==> config.mk <==
export PLATFORM = sky130hd
export DESIGN_NAME = rram_op_sequencer
export DESIGN_NICKNAME = d
export VERILOG_FILES = /design/src/rtl/rram_ctrl_pkg.sv /design/src/rtl/rram_phase_timer.sv /design/src/rtl/rram_op_sequencer.sv
export SDC_FILE = /design/constraint.sdc
export NUM_CORES = 1
export LEC_CHECK = 0
export ABC_AREA = 1
export CORE_MARGIN = 5
export CORE_UTILIZATION = 40
export CTS_CLUSTER_SIZE = 16
export DETAILED_ROUTE_END_ITERATION = 10
export GPL_TIMING_DRIVEN = 1
export HOLD_SLACK_MARGIN = 0.08
export MAX_ROUTING_LAYER = met4
export PLACE_DENSITY_LB_ADDON = 0.1
export SYNTH_ARGS = -nofsm -noshare
export SYNTH_HDL_FRONTEND = slang
export SYNTH_HIERARCHICAL = 1
export SYNTH_SLANG_ARGS = --single-unit
==> constraint.sdc <==
create_clock -name CLK -period 2.87 [get_ports CLK]
set_input_delay 0.574 -clock CLK [delete_from_list [all_inputs] [get_ports CLK]]
set_output_delay 0.574 -clock CLK [all_outputs]
set_load 0.01 [all_outputs]
==> src/rtl/rram_ctrl_pkg.sv <==
// Shared types and timing constants for the RRAM operation sequencer.
// Ops, FSM states, bias one-hots and the op -> line-bias lookup.
package rram_ctrl_pkg;

    localparam int PRE_CYC   = 2;
    localparam int BIAS_CYC  = 4;
    localparam int SA_CYC    = 2;
    localparam int ADC_CYC   = 3;
    localparam int PULSE_CYC = 8;
    localparam int TW        = 4;

    typedef enum logic [1:0] {
        OP_READ  = 2'd0,
        OP_SET   = 2'd1,
        OP_RESET = 2'd2,
        OP_FORM  = 2'd3
    } op_e;

    typedef enum logic [3:0] {
        S_IDLE,
        S_SETUP,
        S_PRECH,
        S_BIAS,
        S_SENSE,
        S_CONV,
        S_PULSE,
        S_DISCH,
        S_RESP
    } state_e;

    localparam logic [3:0] V1 = 4'b0001;
    localparam logic [3:0] V2 = 4'b0010;
    localparam logic [3:0] V3 = 4'b0100;
    localparam logic [3:0] V4 = 4'b1000;

    typedef struct packed {
        logic [3:0] vwl;
        logic [3:0] vbl;
        logic [3:0] vsl;
    } bias_t;

    function automatic bias_t bias_sel(input op_e op);
        bias_t b;
        b = '0;
        case (op)
            OP_READ:  b = {V1, V1, V4};
            OP_SET:   b = {V2, V3, V4};
            OP_RESET: b = {V2, V4, V3};
            OP_FORM:  b = {V3, V2, V4};
            default:  b = '0;
        endcase
        return b;
    endfunction

endpackage

==> src/rtl/rram_phase_timer.sv <==
// Loadable down-counter timing each sequencer phase.
// done_o is high once the count has reached zero.
module rram_phase_timer
    import rram_ctrl_pkg::*;
(
    input  logic          clk_i,
    input  logic          rst_ni,
    input  logic          load_i,
    input  logic [TW-1:0] val_i,
    output logic          done_o
);

    logic [TW-1:0] cnt_q;

    always_ff @(posedge clk_i or negedge rst_ni) begin
        if (!rst_ni) begin
            cnt_q <= '0;
        end else if (load_i) begin
            cnt_q <= val_i;
        end else if (cnt_q != '0) begin
            cnt_q <= cnt_q - 1'b1;
        end
    end

    assign done_o = (cnt_q == '0);

endmodule

==> src/rtl/rram_op_sequencer.sv <==
// Single-operation sequencer for the 16x16 RRAM macro: line drivers,
// CSA/ADC control and result capture behind a request/response handshake.
module rram_op_sequencer
    import rram_ctrl_pkg::*;
(
    input  logic        CLK,
    input  logic        RST_N,
    input  logic        REQ_VALID,
    output logic        REQ_READY,
    input  logic [1:0]  REQ_OP,
    input  logic [3:0]  REQ_ROW,
    input  logic [15:0] REQ_COL_MASK,
    input  logic        REQ_REF_CSA,
    input  logic        ABORT,
    output logic        RSP_VALID,
    input  logic        RSP_READY,
    output logic        RSP_ERR,
    output logic [15:0] RSP_CSA,
    output logic [47:0] RSP_ADC,
    output logic        ENABLE_WL,
    output logic        ENABLE_BL,
    output logic        ENABLE_SL,
    output logic [3:0]  V_WL,
    output logic [3:0]  V_BL,
    output logic [3:0]  V_SL,
    output logic [15:0] IN1_WL,
    output logic [15:0] IN1_BL,
    output logic [15:0] IN1_SL,
    output logic [15:0] IN0_WL,
    output logic [15:0] IN0_BL,
    output logic [15:0] IN0_SL,
    output logic        PRE,
    output logic        ENABLE_CSA,
    output logic        SAEN_CSA,
    output logic        REF_CSA,
    output logic [1:0]  CLK_EN_ADC,
    input  logic [15:0] CSA,
    input  logic [15:0] ADC_OUT0,
    input  logic [15:0] ADC_OUT1,
    input  logic [15:0] ADC_OUT2
);

    state_e        state_q, state_d;
    op_e           op_q;
    logic [15:0]   mask_q;
    logic          ref_q;
    logic          err_q;
    logic [15:0]   csa_q;
    logic [47:0]   adc_q;
    logic          accept;
    logic          abortable;
    logic          tmr_load;
    logic          tmr_done;
    logic [TW-1:0] tmr_val;
    bias_t         req_bias;
    logic [15:0]   req_wl;
    logic [15:0]   req_cols;

    assign REQ_READY = (state_q == S_IDLE);
    assign accept    = REQ_VALID && REQ_READY;
    assign abortable = state_q inside {S_SETUP, S_PRECH, S_BIAS,
                                       S_SENSE, S_CONV, S_PULSE};
    assign req_bias  = bias_sel(op_e'(REQ_OP));
    assign req_wl    = 16'(1) << REQ_ROW;
    assign req_cols  = (op_e'(REQ_OP) == OP_READ) ? 16'hFFFF : REQ_COL_MASK;

    always_comb begin
        state_d = state_q;
        case (state_q)
            S_IDLE:  if (REQ_VALID) state_d = S_SETUP;
            S_SETUP: begin
                if (op_q == OP_READ)    state_d = S_PRECH;
                else if (mask_q == '0)  state_d = S_DISCH;
                else                    state_d = S_PULSE;
            end
            S_PRECH: if (tmr_done) state_d = S_BIAS;
            S_BIAS:  if (tmr_done) state_d = S_SENSE;
            S_SENSE: if (tmr_done) state_d = S_CONV;
            S_CONV:  if (tmr_done) state_d = S_DISCH;
            S_PULSE: if (tmr_done) state_d = S_DISCH;
            S_DISCH: state_d = S_RESP;
            S_RESP:  if (RSP_READY) state_d = S_IDLE;
            default: state_d = S_IDLE;
        endcase
        // Abort overrides any phase exit, including the last cycle.
        if (ABORT && abortable) state_d = S_DISCH;
    end

    always_comb begin
        tmr_load = (state_d != state_q);
        case (state_d)
            S_PRECH: tmr_val = TW'(PRE_CYC - 1);
            S_BIAS:  tmr_val = TW'(BIAS_CYC - 1);
            S_SENSE: tmr_val = TW'(SA_CYC - 1);
            S_CONV:  tmr_val = TW'(ADC_CYC - 1);
            S_PULSE: tmr_val = TW'(PULSE_CYC - 1);
            default: tmr_val = '0;
        endcase
    end

    rram_phase_timer u_timer (
        .clk_i  (CLK),
        .rst_ni (RST_N),
        .load_i (tmr_load),
        .val_i  (tmr_val),
        .done_o (tmr_done)
    );

    always_ff @(posedge CLK or negedge RST_N) begin
        if (!RST_N) begin
            state_q    <= S_IDLE;
            op_q       <= OP_READ;
            mask_q     <= '0;
            ref_q      <= 1'b0;
            err_q      <= 1'b0;
            csa_q      <= '0;
            adc_q      <= '0;
            RSP_VALID  <= 1'b0;
            RSP_ERR    <= 1'b0;
            RSP_CSA    <= '0;
            RSP_ADC    <= '0;
            ENABLE_WL  <= 1'b0;
            ENABLE_BL  <= 1'b0;
            ENABLE_SL  <= 1'b0;
            V_WL       <= '0;
            V_BL       <= '0;
            V_SL       <= '0;
            IN1_WL     <= '0;
            IN1_BL     <= '0;
            IN1_SL     <= '0;
            IN0_WL     <= '0;
            IN0_BL     <= '0;
            IN0_SL     <= '0;
            PRE        <= 1'b0;
            ENABLE_CSA <= 1'b0;
            SAEN_CSA   <= 1'b0;
            REF_CSA    <= 1'b0;
            CLK_EN_ADC <= '0;
        end else begin
            state_q <= state_d;
            if (accept) begin
                op_q   <= op_e'(REQ_OP);
                mask_q <= REQ_COL_MASK;
                ref_q  <= REQ_REF_CSA;
                err_q  <= 1'b0;
                csa_q  <= '0;
                adc_q  <= '0;
                V_WL   <= req_bias.vwl;
                V_BL   <= req_bias.vbl;
                V_SL   <= req_bias.vsl;
                IN1_WL <= req_wl;
                IN0_WL <= ~req_wl;
                IN1_BL <= req_cols;
                IN0_BL <= ~req_cols;
                IN1_SL <= req_cols;
                IN0_SL <= ~req_cols;
            end else if (state_d == S_RESP) begin
                V_WL   <= '0;
                V_BL   <= '0;
                V_SL   <= '0;
                IN1_WL <= '0;
                IN1_BL <= '0;
                IN1_SL <= '0;
                IN0_WL <= '0;
                IN0_BL <= '0;
                IN0_SL <= '0;
            end
            if (state_q == S_SETUP && op_q != OP_READ && mask_q == '0)
                err_q <= 1'b1;
            if (ABORT && abortable)
                err_q <= 1'b1;
            if (state_q == S_SENSE && state_d == S_CONV)
                csa_q <= CSA;
            if (state_q == S_CONV && state_d == S_DISCH && !ABORT)
                adc_q <= {ADC_OUT2, ADC_OUT1, ADC_OUT0};
            ENABLE_WL  <= state_d inside {S_BIAS, S_SENSE, S_CONV, S_PULSE};
            ENABLE_BL  <= state_d inside {S_BIAS, S_SENSE, S_CONV, S_PULSE};
            ENABLE_SL  <= state_d inside {S_BIAS, S_SENSE, S_CONV, S_PULSE};
            PRE        <= (state_d == S_PRECH);
            ENABLE_CSA <= (state_d == S_SENSE);
            SAEN_CSA   <= (state_d == S_SENSE);
            REF_CSA    <= (state_d == S_SENSE) && ref_q;
            CLK_EN_ADC <= {2{state_d == S_CONV}};
            if (state_q != S_RESP && state_d == S_RESP) begin
                RSP_VALID <= 1'b1;
                RSP_ERR   <= err_q;
                RSP_CSA   <= err_q ? 16'h0 : csa_q;
                RSP_ADC   <= err_q ? 48'h0 : adc_q;
            end else if (state_q == S_RESP && RSP_READY) begin
                RSP_VALID <= 1'b0;
                RSP_ERR   <= 1'b0;
                RSP_CSA   <= '0;
                RSP_ADC   <= '0;
            end
        end
    end

endmodule

==> reports/qor.yml <==
vias_per_cell: 5.117
area_growth_pct: 35.10
yosys_warnings: 6
avgRoutedWirePerCell_um: 17.88
hold_start: "ref_q"
antenna_found_initial: 2
initialDrtViolationCount: 619
crit_arrival_ns: 2.04
tightest_slew_ns: 0.8812
cts_tree: "done"
min_to: "ref_q"
yosysTopAreaCell: "dfrtp_1"
wl_met3_um: 1901
nets: 1325
synth_cell_types: 38
highest_layer: "met4"
critPathCaptureType: "output port"
drive_above_1_share_pct: 9.727
wl_met2_um: 13300
start_util_pct: 40.58
dieHeight_um: 169.6
setup_viol: 0
ys_ff_latch: 233
io_buffers: 272
cp.required_ns: 2.30
grt_pass1_wl_um: 45530
synthMostInstantiatedCell: "dfrtp_1"
synthTopCellsByCount: "dfrtp_1 (233), nand2_1 (230), nand3_1 (181), a32o_1 (64), buf_4 (46)"
synth.avg_cell_area_um2: 10.01
power.density_nw_per_um2: 1055
dieWidth_um: 169.6
postSynthCellCount: 1018
clk_latency_ns: 0.51
grt_usage_pct: 19.76
gp_congestion: 0.7923
start_kind: "flop"
fmax_mhz: 382.3
root_buffer: "clkbuf_16"
path_class: "reg -> out"
r2r_cells: 13
design_power_total_uw: 14520
status: "completed"
synth_top_area_share_pct: 57.23
post-route-period-util_pct: 91.13
vias: 8064
drv_cap: 0
rrSetupSlack_ns: 0.41
die_area_um2: 28760
finalSetupTns_ns: 0
drcViolationCount: 0
htreeDepth: 1
drtAntennaViolNets: 0
relSlewSlack_pct: 41.25
hold_class: "reg -> reg"
cp_max_fo: 7
synth_seq_area_share_pct: 57.23
hold_viol_final: 0
vdd_drop_max_mv: 0.4717
post_cts_buffers: 0
leakage_uw: 0.006457
finClkSkew_ns: 0.01010
numClockSinks: 233
r2r_start: "u_timer/cnt_q[0]"
async_flop_share_pct: 100.0
ys.flop_type: "dfrtp_1"
slew_violations: 0
drtPass1Iterations: 4
synth-edff-count: 0
core.rowCount: 58
ios: 276
worstHoldPathCells: 2
yosys-top-cells-area: "dfrtp_1 (57%), nand3_1 (8.9%), nand2_1 (8.5%)"
r2r_end: "adc_q[18]"
cts_buffer_depth: 3
grt_max_degree: 178
wl_um: 28180
grt_pass1_vias: 8424
wl_met1_um: 12550
min_period_ns: 2.615
synthesis.area_um2: 10190
rsz0062_at_grt: "false"
clk_pin_slew_ns: 0.06
cts_made_buffers: 26
grt_overflow: 0
post-dp-hpwl_um: 17860
coreArea_um2: 25110
where the power goes:
part	internal, uW	leakage, uW	total (uW)	switching, uW
logic	2510	0.00290	6040	3530
registers	4400	0.00313	5100	698
clock network	2070	0.000424	3380	1320
total	8980	0.00646	14500	5540
what timing repair did:
| item | in CTS | in global routing |
|---|---|---|
| gates resized for setup | 0 | 0 |
| setup endpoints to repair | 0 | 0 |
| hold buffers | 1 | 0 |
| endpoints found under the hold margin | 63 | 0 |
placed cells by master, fill, tap and decap left out, types with 3 or more instances in the layout:
cell type | netlist | final
a21boi_0 | 10 | 10
a32o_1 | 64 | 64
buf_12 | 2 | 6
buf_4 | 46 | 12
bufinv_16 | 0 | 3
clkbuf_1 | 35 | 6
clkbuf_16 | 0 | 27
clkbuf_8 | 0 | 3
clkdlybuf4s50_1 | 0 | 271
clkinv_2 | 0 | 4
conb_1 | 1 | 4
dfrtp_1 | 233 | 233
ha_1 | 7 | 7
inv_1 | 22 | 21
inv_2 | 10 | 11
nand2_1 | 230 | 230
nand2_2 | 6 | 6
nand2_4 | 4 | 4
nand3_1 | 181 | 181
nand3_2 | 23 | 23
nand3_4 | 4 | 4
nor2_1 | 42 | 42
nor2_4 | 3 | 4
nor3_1 | 7 | 7
o21ai_0 | 34 | 34
sequential cells by signal (all words and copies together), names as in the netlist, 2 cells and up:
| register | count |
|---|---|
| csa_q | 16 |
| V_BL | 3 |
| RSP_ADC | 48 |
| state_q | 4 |
| mask_q | 16 |
| IN0_WL | 16 |
| op_q | 2 |
| RSP_CSA | 16 |
| V_SL | 2 |
| u_timer/cnt_q | 4 |
| IN1_SL | 16 |
| adc_q | 48 |
| IN0_SL | 16 |
| IN1_WL | 16 |
routing by layer:
metal	up-vias	track usage, %
met5	-	-
met4	0	4.060
met3	33	4.426
met2	226	30.80
met1	3963	26.80
li1	3842	-
area by class of cell:
class | instances | area [um^2]
inverters | 36 | 140.1
well taps | 330 | 412.9
diodes | 2 | 5.005
fillers | 2303 | 11340
clock inverters | 10 | 133.9
clock buffers | 36 | 739.5
flip-flops and latches | 233 | 5831
repair buffers | 291 | 2948
multi-input cells | 638 | 3555
cells by family after synthesis:
logic type	count (synthesis)	share of synthesized area (%)
AND/OR/NAND/NOR	513	24.67
flip-flops	233	57.23
buffers and inverters	150	8.105
AO/OA/AOI/OAI	112	8.928
adder cells (fa/ha/maj)	7	0.8596
XOR/XNOR	2	0.1720
other	1	0.03681
how the worst max path moves through the flow:
| stage | cells after the start | start | to |
|---|---|---|---|
| after CTS | 4 | state_q[2] | REQ_READY |
| final | 4 | state_q[2] | REQ_READY |
| after global routing | 4 | state_q[2] | REQ_READY |
| after global placement | 8 | REQ_VALID | adc_q[35] |
| after floorplan | 15 | u_timer/cnt_q[0] | u_timer/cnt_q[0] |
| after detailed placement | 6 | REQ_VALID | IN0_WL[8] |
critical path: stages, from the launching register on:
cell,delay (ns)
dfrtp_1,0.49
nor2_4,0.25
inv_2,0.07
nor2_1,0.14
clkdlybuf4s50_1,0.58
stage by stage:
step	hold WS [ns]	instances	setup slack [ns]	utilization (%)	cell area [um^2]
after floorplan	0.2784	1021	0.8082	-	10200
after global placement	0.4550	1527	0.4479	51.28	12880
after detailed placement	0.4621	1527	0.4137	51.28	12880
after CTS	0.4784	1574	0.2138	54.80	13760
after global routing	0.5050	1576	0.1360	54.82	13760
final	0.4727	1576	0.2546	54.82	13760
(Power assumes the default switching activity.)
